<file path="src/rtl/credit_flit_injector.sv">
// Credit-based flit injector: buffers local flits and sends them to a router input port
// only while the downstream VC buffers have free credits.
`ifndef FLIT_DATA_WIDTH
`define FLIT_DATA_WIDTH 32
`endif

module credit_flit_injector #(
  parameter int unsigned NUM_VC     = 4,
  parameter int unsigned FIFO_DEPTH = 8,
  parameter int unsigned DATA_W     = `FLIT_DATA_WIDTH
) (
  input  logic                            clk,
  input  logic                            reset,
  input  logic [DATA_W-1:0]               src_data,
  input  logic                            src_valid,
  output logic                            src_ready,
  output logic [DATA_W-1:0]               out_data,
  output logic                            out_valid,
  input  logic                            credit_increment,
  output logic [$clog2(NUM_VC+1)-1:0]     credit_count,
  output logic [$clog2(FIFO_DEPTH+1)-1:0] fifo_count,
  output logic                            credit_error
);

  localparam int unsigned CW = $clog2(NUM_VC + 1);
  localparam int unsigned FW = $clog2(FIFO_DEPTH + 1);
  localparam int unsigned PW = $clog2(FIFO_DEPTH);

  typedef enum logic [1:0] {
    StIdle  = 2'd0,
    StSend  = 2'd1,
    StStall = 2'd2
  } state_e;

  state_e state;
  state_e w_state_next;

  logic [DATA_W-1:0] r_mem [FIFO_DEPTH];
  logic [PW-1:0]     r_wr_ptr;
  logic [PW-1:0]     r_rd_ptr;
  logic [FW-1:0]     r_count;
  logic [CW-1:0]     r_credit;
  logic [DATA_W-1:0] r_out_data;
  logic              r_out_valid;
  logic              r_credit_error;

  logic              w_full;
  logic              w_push;
  logic              w_send;
  logic [FW-1:0]     w_count_next;
  logic [CW-1:0]     w_credit_next;
  logic              w_credit_overflow;

  assign w_full       = (r_count == FW'(FIFO_DEPTH));
  assign w_push       = src_valid && !w_full;
  assign src_ready    = !w_full;
  assign out_data     = r_out_data;
  assign out_valid    = r_out_valid;
  assign credit_count = r_credit;
  assign fifo_count   = r_count;
  assign credit_error = r_credit_error;

  // State always mirrors the registered FIFO/credit values, so SEND is exactly the send condition.
  always_comb begin
    w_send = (state == StSend);
  end

  always_comb begin
    w_count_next = r_count;
    if (w_push && !w_send) begin
      w_count_next = r_count + FW'(1);
    end else if (!w_push && w_send) begin
      w_count_next = r_count - FW'(1);
    end
  end

  always_comb begin
    w_credit_next     = r_credit;
    w_credit_overflow = 1'b0;
    if (w_send && !credit_increment) begin
      w_credit_next = r_credit - CW'(1);
    end else if (!w_send && credit_increment) begin
      if (r_credit == CW'(NUM_VC)) begin
        w_credit_overflow = 1'b1;
      end else begin
        w_credit_next = r_credit + CW'(1);
      end
    end
  end

  always_comb begin
    if (w_count_next == '0) begin
      w_state_next = StIdle;
    end else if (w_credit_next == '0) begin
      w_state_next = StStall;
    end else begin
      w_state_next = StSend;
    end
  end

  always_ff @(posedge clk) begin
    if (reset) begin
      state <= StIdle;
    end else begin
      state <= w_state_next;
    end
  end

  always_ff @(posedge clk) begin
    if (!reset && w_push) begin
      r_mem[r_wr_ptr] <= src_data;
    end
  end

  always_ff @(posedge clk) begin
    if (reset) begin
      r_wr_ptr       <= '0;
      r_rd_ptr       <= '0;
      r_count        <= '0;
      r_credit       <= CW'(NUM_VC);
      r_out_data     <= '0;
      r_out_valid    <= 1'b0;
      r_credit_error <= 1'b0;
    end else begin
      r_count     <= w_count_next;
      r_credit    <= w_credit_next;
      r_out_valid <= w_send;
      if (w_push) begin
        r_wr_ptr <= r_wr_ptr + PW'(1);
      end
      if (w_send) begin
        r_out_data <= r_mem[r_rd_ptr];
        r_rd_ptr   <= r_rd_ptr + PW'(1);
      end
      if (w_credit_overflow) begin
        r_credit_error <= 1'b1;
      end
    end
  end

endmodule
</file>
<file path="config.mk">
export PLATFORM = sky130hd
export DESIGN_NAME = credit_flit_injector
export DESIGN_NICKNAME = d
export VERILOG_FILES = /design/src/rtl/credit_flit_injector.sv
export SDC_FILE = /design/constraint.sdc
export NUM_CORES = 1
export LEC_CHECK = 0
export ABC_AREA = 1
export ABC_CLOCK_PERIOD_IN_PS = 4570
export BUFFER_PORTS_ARGS = -buffer_cell sky130_fd_sc_hd__buf_2
export CAP_MARGIN = 20
export CORE_ASPECT_RATIO = 0.9
export CORE_MARGIN = 2
export CORE_UTILIZATION = 45
export CTS_CLUSTER_SIZE = 24
export DETAILED_ROUTE_END_ITERATION = 10
export GPL_TIMING_DRIVEN = 0
export PLACE_DENSITY = 0.59
export SETUP_SLACK_MARGIN = 0.4
export SYNTH_ARGS = -nofsm -noshare
export SYNTH_HDL_FRONTEND = slang
export SYNTH_SLANG_ARGS = --single-unit
</file>
<file path="constraint.sdc">
create_clock -name clk -period 4.57 [get_ports clk]
set_input_delay 0.6855 -clock clk [delete_from_list [all_inputs] [get_ports clk]]
set_output_delay 0.6855 -clock clk [all_outputs]
set_load 0.02 [all_outputs]
</file>
==> results.tsv, run 1 <==
metric	value	unit
status	completed	
Multi-input gate area	0.00267	mm^2
# DRC	0	
final period utilization	0.601	
XOR/XNOR Fraction of Synth Area	0.00149	
Power Density	592	mW/mm^2
first-pass detailed-route iteration total	7	
Post-Synthesis Cells	911	
CP Buf/Inv Count	5	
Fin. Hold Viols	0	
Post-CTS Setup Repair Bufs	0	
Startpoint Class	flop	
Reg clk slew, reported paths	60	ps
Port Buffer Count	76	
final setup vio count	0	
crit end category	flop	
top cell type's share of synthesized area	0.652	
CTS tree	done	
number of global-route vias before repair	7388	
RSZ-0062 raised after global routing	false	
Clock Sink Count	305	
# rows	56	
CP dominant cell by count	buf_6	
post-CTS sizing	0	
largest net degree at the start of global routing	21	
mux contribution to synthesized area	0	
Nets	1079	
via count of the routed design	7700	
largest family of logic cells by synthesized area	compound AO/OA/AOI/OAI gates	
post-route ant nets	0	
post-synth top area cell	edfxtp_1	
syn avg cell area	12.9	um^2
fill count	2227	
crit path max fanout	10	
Worst Tran Pin Value	856	ps
first-pass GRT wire length	43.9	mm
antenna violations before repair	1	
sequential share of the synthesized area	0.736	
synth unique cells	33	
I/O pin count	78	
Post-Synth Adder-Cell Area	0.00743	
layout cells sized above 1	0.179	
Post-Synthesis Net Count	954	
CP delay by family, top	simple AND/OR/NAND/NOR gates	
Root Driver	clkbuf_16	
Synth-to-Final Area Change	17.5	%
Sequential Area	0.00867	mm^2
height of the die	158	um
slowest stage delay, CP	670	ps
dpl hpwl	19.0	mm
Final Total Pwr	8.20	mW
Peak VDD IR	339	uV
final slew viol count	0	
simple logic cell fraction of the synthesized area	0.0689	
crit path kind	reg2reg	
GP Congestion	0.762	
GR Util All Layers	0.212	
worst clock skew	9.59	ps
#FFs+latches synth	305	
Post-Syn Area	0.0118	mm^2
Crit-path slowest cell	nor3_2	
Max transition margin	0.426	
number of synthesis warnings	0	
most frequent cells in the layout	edfxtp_1, nor2_1, o21ai_0	
Clk Latency, worst-skew pair	550	ps
most common cell after layout, fill and taps aside	edfxtp_1	
final hold slack	404	ps
Critical Path RT	4820	ps
Initial Utilization	0.454	
worst hold path class	in2reg	
First DRT Iteration DRCs	767	
CTS Buf Count	30	
number of hold buffers added after cts	0	
DR WL/cell	20.7	um
Max Freq	0.364	GHz
leading post-synthesis cells by cell area	edfxtp_1, dfxtp_1, o21ai_0	
WP data arrival	3000	ps
die area	0.0275	mm^2
Compound-Gate Fraction of Synth Area	0.145	
Clock Path Buffers	3	
CP Cell Sequence	inv_1 > ha_1 > nand3_2 > nand2_2 > buf_6 > nor2_1 > inv_1 > nor3_2 > buf_6 > buf_6	
max-cap viol count	0	
min Tclk post-route	2750	ps
die width	175	um
Post-Route WL	29.1	mm
core area	0.0259	mm^2
H-Tree Level Count	1	
vias per cell	5.46	
LEAKAGE	4.82	nW
total grt overflow	0	
per-layer routing:
layer,share of wire,global-route usage
met1,0.46,0.305
met4,0.023,0.0520
met2,0.45,0.336
met3,0.069,0.0382
met5,0,0
stage by stage:
step / TNS [ps] / setup WS (ps) / instance area, um^2 / instances / utilization
finish: 0 / 1820 / 13800 / 1409 / 0.534
global route: 0 / 1590 / 13800 / 1408 / 0.534
CTS: 0 / 1760 / 13800 / 1408 / 0.534
detailed placement: 0 / 1790 / 12900 / 1352 / 0.497
global placement: -170950 / -1580 / 12600 / 1335 / 0.486
floorplan: 0 / 512 / 11800 / 911 / -
logic make-up after synthesis:
kind of cell,count (synthesis)
buffers and inverters,90
DFF,305
adders and majority gates,7
AOI/OAI and AO/OA,307
and+or+nand+nor,200
xor gates and xnor gates,2
Yosys cell counts, drive strengths merged:
cell and number:
nand4 3, o22ai 32, nand3 12, a21o 1
a21oi 39, nand2 34, edfxtp 256, a31oi 1
clkbuf 30, ha 7, dfxtp 49, inv 28
nor2 144, xor2 2, nor3b 1, buf 32
nor3 6, o21ai 200, o221ai 32, o21a 1
o31ai 1
power by group:
group          internal (mW)  switching, mW
sequential              3.25          0.107
combinational          0.772           1.70
clock                   1.36           1.01
worst register-to-register path, cell delays in order (launching register included):
cell and delay [ps]:
dfxtp_1 420, inv_1 90, ha_1 250, nand3_2 130
nand2_2 70, buf_6 140, nor2_1 110, inv_1 130
nor3_2 670, buf_6 260, buf_6 190
registers in the layout, summed over array words and instances (netlist names):
| signal | count |
|---|---|
| r_mem | 256 |
| out_data | 32 |
| fifo_count | 4 |
| credit_count | 3 |
| r_rd_ptr | 3 |
| r_wr_ptr | 3 |
| state | 2 |
| credit_error | 1 |
| out_valid | 1 |
area by class of cell:
cell class | instances | share of cell area
timing repair buffer | 93 | 0.0447
sequential | 305 | 0.626
inverter | 28 | 0.00777
clock buffer | 41 | 0.0617
buffer | 62 | 0.0278
antenna | 1 | 0.000181
multi-input combinational | 516 | 0.193
clock inverter | 15 | 0.00714
tap | 348 | 0.0315
final timing paths:
| kind | from | endpoint | slack, ps | depth (start not counted) |
|---|---|---|---|---|
| setup / recovery | fifo_count[0] | r_mem[2][12] | 1820 | 10 |
| hold / removal | src_data[7] | r_mem[5][7] | 400 | 1 |
| setup reg to reg | fifo_count[0] | r_mem[2][12] | 1820 | 10 |
| hold reg to reg | credit_error | credit_error | 470 | 1 |
No activity file was read; power rests on OpenSTA's default activity.
==> run 2: changes to the inputs <==
--- a/config.mk
+++ b/config.mk
@@ -5,8 +5,8 @@
 export SDC_FILE = /design/constraint.sdc
 export NUM_CORES = 1
 export LEC_CHECK = 0
-export ABC_AREA = 1
-export ABC_CLOCK_PERIOD_IN_PS = 4570
+export ABC_AREA = 0
+export ABC_CLOCK_PERIOD_IN_PS = 2400
 export BUFFER_PORTS_ARGS = -buffer_cell sky130_fd_sc_hd__buf_2
 export CAP_MARGIN = 20
 export CORE_ASPECT_RATIO = 0.9
@@ -15,7 +15,7 @@
 export CTS_CLUSTER_SIZE = 24
 export DETAILED_ROUTE_END_ITERATION = 10
 export GPL_TIMING_DRIVEN = 0
-export PLACE_DENSITY = 0.59
+export PLACE_DENSITY = 0.62
 export SETUP_SLACK_MARGIN = 0.4
 export SYNTH_ARGS = -nofsm -noshare
 export SYNTH_HDL_FRONTEND = slang
==> constraint.sdc (replaced) <==
create_clock -name clk -period 2.4 [get_ports clk]
set_input_delay 0.36 -clock clk [delete_from_list [all_inputs] [get_ports clk]]
set_output_delay 0.36 -clock clk [all_outputs]
set_load 0.02 [all_outputs]
==> results.tsv, run 2 <==
metric	value	unit	change
core area	0.0253	mm^2	-2.6%
most frequent cells in the layout	edfxtp_1, buf_2, mux4_2		
Crit-path slowest cell	dfxtp_4		
final period utilization	0.813		
post-synth top area cell	edfxtp_1		
Post-synth EDFFs	256		unchanged
WP data arrival	1590	ps	-1410 ps
DRT met1 WL	11.0	mm	-17%
final slew viol count	0		unchanged
LEAKAGE	4.65	nW	-3.5%
final hold slack	81.9	ps	-322 ps
crit end category	primary output		
# rows	55		-1.8%
Clock Sink Count	305		unchanged
number of hold buffers added after cts	0		unchanged
dpl hpwl	15.2	mm	-20%
die area	0.0271	mm^2	-1.4%
top cell type's share of synthesized area	0.662		+0.00949
Max transition margin	0.371		-0.0552
total grt overflow	0		unchanged
Nets	788		-27%
Critical Path RT	2040	ps	-2780 ps
Post-Synthesis Net Count	643		-33%
via count of the routed design	6050		-21%
Top Metal Used	met4		
Initial Utilization	0.460		+0.00536
sequential share of the synthesized area	0.746		+0.0107
status	completed		
fill count	1977		-11%
Peak VDD IR	579	uV	+71%
CTS tree	done		
first-pass detailed-route iteration total	5		-2
post-route ant nets	0		unchanged
Post-Synthesis Cells	600		-34%
Root Driver	clkbuf_16		
number of flip-flops in the largest register	256		unchanged
Synth-to-Final Area Change	20.6	%	
slowest stage delay, CP	360	ps	-310 ps
antenna violations before repair	1		unchanged
leading post-synthesis cells by cell area	edfxtp_1, mux4_2, dfxtp_1		
GP Congestion	0.729		-4.3%
met3 wire len	1.30	mm	-35%
syn avg cell area	19.4	um^2	+50%
synth unique cells	41		+24%
non-filler cells, final	1113		-21%
die width	173	um	-0.70%
Clk Latency, worst-skew pair	540	ps	about the same
Power Density	1070	mW/mm^2	+81%
count leader, synth	edfxtp_1		
I/O pin count	78		unchanged
Post-DP Area	0.0128	mm^2	-0.79%
DR WL/cell	22.4	um	+8.5%
GR Util All Layers	0.189		-0.0231
first-pass GRT wire length	38.5	mm	-12%
Top FF cell, synth	edfxtp_1		
First DRT Iteration DRCs	472		-38%
RSZ-0062 raised after global routing	false		
Max Freq	0.513	GHz	
Startpoint Class	flop		
Reg clk slew, reported paths	60	ps	about the same
DR WL met2	12.3	mm	-6.4%
most common cell after layout, fill and taps aside	edfxtp_1		
largest net degree at the start of global routing	25		+19%
min Tclk post-route	1950	ps	
Fin. Hold Viols	0		unchanged
finished layout cell area	0.0140	mm^2	+1.2%
Clock Path Buffers	3		unchanged
Commonest cells post-synth	edfxtp_1, mux4_2, dfxtp_1, nor2_1		
height of the die	156	um	-0.70%
vias per cell	5.44		-0.53%
Port Buffer Count	75		-1.3%
crit path max fanout	4		-6
Largest Register	r_mem		
CTS Buf Count	31		+3.3%
CP Cell Sequence	inv_4 > ha_4 > nand3b_1 > buf_4 > buf_6		
asr flop ratio synth	0		unchanged
Post-Syn Area	0.0116	mm^2	-1.4%
worst clock skew	7.70	ps	-1.89 ps
number of global-route vias before repair	6418		-13%
worst hold path class	in2reg		
final setup vio count	0		unchanged
# DRC	0		unchanged
#FFs+latches synth	305		unchanged
max-cap viol count	0		unchanged
number of synthesis warnings	0		unchanged
layout cells sized above 1	0.344		+0.165
Post-Route WL	25.0	mm	-14%
Final Total Pwr	15.0	mW	+83%
placed insts	1029		-24%
crit path kind	reg2out		
H-Tree Level Count	1		unchanged
Worst Tran Pin Value	944	ps	+87.5 ps
==> run 2: cell type report <==
| cell class | instances | area (um^2) | area share |
|---|---|---|---|
| flip-flops and latches | 305 | 8680 | 0.619 |
| multi-input cells | 255 | 2860 | 0.204 |
| clock buffers | 49 | 903 | 0.0645 |
| repair buffers | 112 | 845 | 0.0603 |
| well taps | 342 | 428 | 0.0305 |
| plain buffers | 35 | 198 | 0.0141 |
| clock inverters | 9 | 75.1 | 0.00536 |
| inverters | 5 | 23.8 | 0.00170 |
| diodes | 1 | 2.50 | 0.000179 |
==> run 2: worst max-delay path, delay by kind of cell, from the launching register on <==
| kind | cells | cell delay, ps |
|---|---|---|
| flops | 1 | 360 |
| buf+inv | 3 | 380 |
| simple gates | 1 | 150 |
| fa+ha+maj | 1 | 140 |
==> run 2: metrics by stage <==
step	TNS (ps)	setup slack [ps]	utilization
2_1_floorplan	0	31.5	-
3_3_place_gp	-142060	-837	0.496
3_5_place_dp	-5450	-197	0.506
4_1_cts	0	401	0.553
5_1_grt	0	397	0.555
6_report	0	449	0.555
==> run 2: where the power goes <==
group	switching, mW	internal (mW)	total, mW
clock network	1.87	2.68	4.54
registers	0.257	6.18	6.44
logic	2.23	1.78	4.02
==> run 2: logic make-up after synthesis <==
group           count (synthesis)  share of synthesized area
xor+xnor                        8                    0.00603
fa+ha+maj                       9                    0.00926
mux                            98                      0.153
compound gates                 52                     0.0326
simple gates                   88                     0.0358
buf+inv                        40                     0.0165
flops                         305                      0.746
==> run 2: repair_timing <==
action	in CTS	in global routing
buffers inserted	20	5
gates resized for setup	11	9
setup endpoints to repair	273	97
hold endpoints to repair	0	0
gates cloned	0	0
pin swaps	9	0
==> run 2: worst paths after layout <==
path	to	cells after the start	slack (ps)	startpoint
max	src_ready	5	450	fifo_count[1]
min	r_mem[0][0]	1	80	src_data[0]
max reg2reg	r_mem[2][11]	8	450	fifo_count[1]
min reg2reg	credit_error	2	480	credit_error
==> run 2: layer usage <==
| metal | GRT usage | vias up |
|---|---|---|
| met5 | 0 | - |
| met4 | 0.0379 | 0 |
| met3 | 0.0326 | 26 |
| met2 | 0.319 | 169 |
| met1 | 0.262 | 3135 |
| li1 | - | 2720 |
